### config.mk
export PLATFORM = sky130hd
export DESIGN_NAME = if_fetch
export DESIGN_NICKNAME = d
export VERILOG_FILES = /design/src/rtl/if_fetch.sv
export SDC_FILE = /design/constraint.sdc
export NUM_CORES = 1
export LEC_CHECK = 0
export BUFFER_PORTS_ARGS = -buffer_cell sky130_fd_sc_hd__buf_2
export CAP_MARGIN = 20
export CORE_MARGIN = 1
export CORE_UTILIZATION = 54
export CTS_BUF_LIST = sky130_fd_sc_hd__clkbuf_4 sky130_fd_sc_hd__clkbuf_8 sky130_fd_sc_hd__clkbuf_16
export CTS_CLUSTER_SIZE = 24
export DETAILED_ROUTE_END_ITERATION = 10
export PLACE_DENSITY = 0.8
export SLEW_MARGIN = 20
export SYNTH_ARGS = -nofsm -noshare
export SYNTH_HDL_FRONTEND = slang
export SYNTH_SLANG_ARGS = --single-unit
### constraint.sdc
create_clock -name clk -period 2.9 [get_ports clk]
set_clock_uncertainty 0.2 [all_clocks]
set_input_delay 0.725 -clock clk [delete_from_list [all_inputs] [get_ports clk]]
set_output_delay 0.725 -clock clk [all_outputs]
set_load 0.02 [all_outputs]
### src/rtl/if_fetch.sv
// Instruction-fetch stage: assembles 32-bit words from a byte-wide memory port and hands {pc, inst} to IF/ID.
// Optional direct-mapped one-word-line instruction cache enabled by defining IF_ICACHE_EN.
module if_fetch #(
  parameter logic [31:0] RESET_PC     = 32'h0,
  parameter int          ICACHE_IDX_W = 6
) (
  input  logic        clk,
  input  logic        rst,
  input  logic        stall_in,
  input  logic        branch_taken_in,
  input  logic [31:0] branch_target_in,
  output logic        mem_req_out,
  output logic [31:0] mem_addr_out,
  input  logic        mem_byte_valid_in,
  input  logic [7:0]  mem_byte_in,
  output logic        inst_valid_out,
  output logic [31:0] pc_out,
  output logic [31:0] inst_out
);

  typedef enum logic [1:0] {IDLE, FETCH, HOLD} state_t;

  state_t      state, state_nxt;
  logic [31:0] pc, pc_nxt;
  logic [1:0]  cnt, cnt_nxt;
  logic        mem_req_nxt;
  logic [31:0] mem_addr_nxt;
  logic        inst_valid_nxt;
  logic [31:0] pc_out_nxt;
  logic [31:0] inst_nxt;
  logic        hit;
  logic [31:0] hit_data;

`ifdef IF_ICACHE_EN
  localparam int LINES = 1 << ICACHE_IDX_W;
  localparam int TAG_W = 30 - ICACHE_IDX_W;

  logic [31:0]             line_data [LINES];
  logic [TAG_W-1:0]        line_tag  [LINES];
  logic [LINES-1:0]        line_vld;
  logic [ICACHE_IDX_W-1:0] idx;
  logic [TAG_W-1:0]        tag;
  logic                    fill;

  assign idx      = pc[ICACHE_IDX_W+1:2];
  assign tag      = pc[31:ICACHE_IDX_W+2];
  assign hit      = line_vld[idx] && (line_tag[idx] == tag);
  assign hit_data = line_data[idx];
  // A line is filled only when the fourth byte lands and no redirect cancels it.
  assign fill     = (state == FETCH) && mem_byte_valid_in && !branch_taken_in && (cnt == 2'd3);

  always_ff @(posedge clk) begin
    if (rst) begin
      line_vld <= '0;
    end else if (fill) begin
      line_vld[idx] <= 1'b1;
    end
  end

  always_ff @(posedge clk) begin
    if (fill) begin
      line_data[idx] <= inst_nxt;
      line_tag[idx]  <= tag;
    end
  end
`else
  assign hit      = 1'b0;
  assign hit_data = '0;
`endif

  always_comb begin
    state_nxt      = state;
    pc_nxt         = pc;
    cnt_nxt        = cnt;
    mem_req_nxt    = mem_req_out;
    mem_addr_nxt   = mem_addr_out;
    inst_valid_nxt = inst_valid_out;
    pc_out_nxt     = pc_out;
    inst_nxt       = inst_out;
    if (branch_taken_in) begin
      pc_nxt         = branch_target_in;
      state_nxt      = IDLE;
      mem_req_nxt    = 1'b0;
      inst_valid_nxt = 1'b0;
      cnt_nxt        = 2'd0;
    end else begin
      case (state)
        IDLE: begin
          if (hit) begin
            inst_nxt       = hit_data;
            pc_out_nxt     = pc;
            pc_nxt         = pc + 32'd4;
            inst_valid_nxt = 1'b1;
            state_nxt      = HOLD;
          end else begin
            mem_req_nxt  = 1'b1;
            mem_addr_nxt = pc;
            cnt_nxt      = 2'd0;
            state_nxt    = FETCH;
          end
        end
        FETCH: begin
          if (mem_byte_valid_in) begin
            inst_nxt[{cnt, 3'b000} +: 8] = mem_byte_in;
            cnt_nxt      = cnt + 2'd1;
            mem_addr_nxt = pc + {30'd0, cnt} + 32'd1;
            if (cnt == 2'd3) begin
              mem_req_nxt    = 1'b0;
              pc_out_nxt     = pc;
              pc_nxt         = pc + 32'd4;
              inst_valid_nxt = 1'b1;
              state_nxt      = HOLD;
            end
          end
        end
        HOLD: begin
          if (!stall_in) begin
            inst_valid_nxt = 1'b0;
            state_nxt      = IDLE;
          end
        end
        default: state_nxt = IDLE;
      endcase
    end
  end

  always_ff @(posedge clk) begin
    if (rst) begin
      state          <= IDLE;
      pc             <= RESET_PC;
      cnt            <= 2'd0;
      mem_req_out    <= 1'b0;
      mem_addr_out   <= 32'd0;
      inst_valid_out <= 1'b0;
      pc_out         <= 32'd0;
      inst_out       <= 32'd0;
    end else begin
      state          <= state_nxt;
      pc             <= pc_nxt;
      cnt            <= cnt_nxt;
      mem_req_out    <= mem_req_nxt;
      mem_addr_out   <= mem_addr_nxt;
      inst_valid_out <= inst_valid_nxt;
      pc_out         <= pc_out_nxt;
      inst_out       <= inst_nxt;
    end
  end

endmodule
==> key figures <==
Drt
  – Post-route ant nets: 0
  – Number of design rule violations left after detail routing: 0
  – Initial DRC Count: between 600 and 700
  – Vias: 5,822
  – Detailed Routing Iterations Pass 1: 5
  – Total Routed Length: 17,000 um
  – Detail-routed net length per standard cell: roughly 17 um
  – Routed vias/inst: 5.71

CTS
  – Clock latency on the worst-skew pair: 0.42 ns
  – Buffers from clock root to sink, at most: 2
  – H-tree depth: 4
  – CTS tree: done
  – Setup Buffers After CTS: 0
  – Number of gates resized after CTS: 0
  – Count of hold buffers inserted by post-cts repair: 0
  – Clock Pin Slew Worst Setup and Hold Paths: 0.07 ns
  – Number of clock sinks seen by CTS: between 100 and 150
  – Number of clock buffers inserted by TritonCTS: 17
  – Library cell used as clock root buffer: clkbuf_16

Floorplan
  – Height of the die: 108 um
  – Starting density of the core: 55.7%
  – Total number of placement rows: 38
  – Overall die area: 11,700 um2
  – Area of the placeable core: between 10,000 and 15,000 um2
  – Boundary pin count: 143
  – X dimension of the die: 108 um

Yosys
  – Post-synth EDFFs: 0
  – Share of synthesized area spent on multiplexers: less than 1%
  – Syn Area/Cell: just over 8 um2
  – Number of distinct library cells after synthesis: 47
  – Top cells by area in the synthesized netlist: dfxtp_1 44%, nand2_1 8.1%, a21oi_1 6.5%
  – Complex-gate fraction of the synthesized area: 14.6%
  – Largest area contributor in the netlist: dfxtp_1
  – Gate count after technology mapping: 748
  – Area of the mapped netlist: 6090 um2
  – Post-synth ARST share: 0%
  – Area share of the largest cell type after synthesis: approximately 44%
  – Primary flip-flop cell chosen by synthesis mapping: dfxtp_1
  – Xor and xnor fraction of the mapped netlist area: under 10%
  – Simple-Gate Fraction of Synth Area: 25.8%
  – Number of synthesized register bits: 134
  – Dominant combinational cell family by area after synthesis: simple AND/OR/NAND/NOR gates
  – Synth warnings: 0
  – Synth Area in Adders: roughly 2.2%
  – Post-Synthesis Net Count: between 800 and 900
  – Sequential share of the synthesized area: roughly 44%

STA
  – Minimum hold slack: 0.250 ns
  – Max Fclk: approximately 0.37 GHz
  – Final hold violation count: 0
  – Headroom to the max-slew limit: approximately half
  – RSZ-0062 raised after global routing: false
  – Setup ws final: 0.206 ns
  – Slew at the pin closest to its max-slew limit: 0.769 ns
  – Total negative setup slack: 0 ns
  – Setup violations, final: 0
  – Final critical-path required period: 2.69 ns
  – Fraction of the cycle the final worst path needs: between 90 and 100%
  – Max Slew Vio Count: 0

Global routing
  – Global-route wire length before repair: 26,700 um
  – Initial antenna violation count: 0
  – Number of global-route vias before repair: about 5,300
  – Final global-route overflow total: 0
  – Total routing usage reported by global routing: 29.4%
  – Largest net degree at the start of global routing: 72

Setup path
  – Required time at the endpoint of the critical path: 3.02 ns
  – Worst R2R Setup Slack: 0.21 ns
  – Critical Path Sink Type: flop
  – Worst-path maximum fanout: 10
  – Data arrival, critical path: 2.81 ns
  – Crit Path Category: reg -> reg
  – Worst setup SP type: flop

Finish
  – Layout overhead on the synthesized area: 23.3%
  – Layout Nets: 921
  – Commonest non-fill, non-tap cell in the layout: buf_2
  – Most frequent cells in the layout: 141 x buf_2, 134 x dfxtp_1, 131 x nand2_1
  – Ratio of cells with drive above 1 in the final layout: 24.6%
  – Total area of multi-input combinational cells: 3110 um2
  – FILL cells: 871
  – Final std cell area, no fill: 7510 um2
  – Number of antenna cells inserted: 0
  – FF+latch area: around 2700 um2
  – Cell Count, Final, Fillers Out: 1,019

Placed design
  – Number of I/O port buffers: 142
  – Placed standard-cell area: 6890 um2
  – Worst setup slack before clock tree synthesis: 0.143 ns
  – Routability congestion estimate: 0.908
  – Placed insts: 987
  – Hpwl dp: 11,700 um

Power
  – Worst supply voltage drop on vdd: 461 uV
  – Cell Pwr Density: 610 nW/um2
  – Static power due to leakage: 2.91 nW

Run status
  – Outcome: finished, final reports clean

Flow run
  – Max-capacitance violation count: 0

Worst hold path
  – Type of the tightest min-delay check: reg -> reg
path summary, 6_finish.rpt:
path	startpoint	endpoint	depth (start not counted)
worst max register to register	cnt[1]	mem_addr_out[30]	7
worst min register to register	inst_out[8]	inst_out[8]	2
worst min-delay path	inst_out[8]	inst_out[8]	2
worst max-delay path	cnt[1]	mem_addr_out[30]	7
state kept, by name, summed over array words and instances (netlist names):
register        count
cnt                 2
pc_out             32
mem_req_out         1
pc                 32
mem_addr_out       32
inst_valid_out      1
state               2
inst_out           32
routing by layer:
metal	vias to the layer above	routed length, um	GRT usage (%)
met2	276	7760	46.2
li1	2818	-	-
met4	0	357	10.4
met3	38	1560	8.86
met1	2690	7360	38.2
met5	-	0	0
synth_stat cells (all sizes together) (3+ instances only):
| master | n |
|---|---|
| ha | 9 |
| nand2b | 3 |
| a32oi | 3 |
| o21ai | 5 |
| nand2 | 131 |
| mux2i | 3 |
| and4 | 3 |
| and2 | 6 |
| a21oi | 79 |
| clkbuf | 42 |
| nor2 | 74 |
| xnor2 | 33 |
| nand3 | 47 |
| o211ai | 4 |
| inv | 9 |
| dfxtp | 134 |
| nor4 | 10 |
| or3 | 8 |
| nand4 | 15 |
| a211oi | 46 |
| nor2b | 3 |
| buf | 23 |
| xor2 | 21 |
| a311oi | 5 |
| nor3 | 17 |
layout make-up:
type	count	share of cell area, %
Clock inverter	15	2.58
Clock buffer	17	5.66
Tap cell	140	2.33
Sequential cell	134	35.7
Multi-Input combinational cell	540	41.4
Timing Repair Buffer	164	11.9
Inverter	9	0.450
stage by stage:
stage / util, % / power [mW]
2_1_floorplan: - / 2.23
3_3_place_gp: 63.0 / 2.36
3_5_place_dp: 63.0 / 2.37
4_1_cts: 68.6 / 4.60
5_1_grt: 68.7 / 4.72
6_report: 68.7 / 4.59
logic make-up (layout without fill, tap and decap cells):
family          count (synthesis)  in the layout
fa+ha+maj                      10             10
simple gates                  328            328
mux                             3              3
compound gates                145            145
xor+xnor                       54             54
buf+inv                        74            205
flops                         134            134
critical path, cell delays in order (launching register included):
cell and delay [ns]:
dfxtp_1 0.46, inv_1 0.18, fa_1 0.45, or3b_1 0.49, nor2_4 0.26, nand3_1 0.12, xor2_1 0.16, a211oi_1 0.27
report_power, final:
part	internal (mW)	switching [mW]	total, mW
combinational	0.138	0.215	0.352
clock	1.37	0.876	2.25
sequential	1.91	0.0775	1.98
No activity file was read; power rests on OpenSTA's default activity.
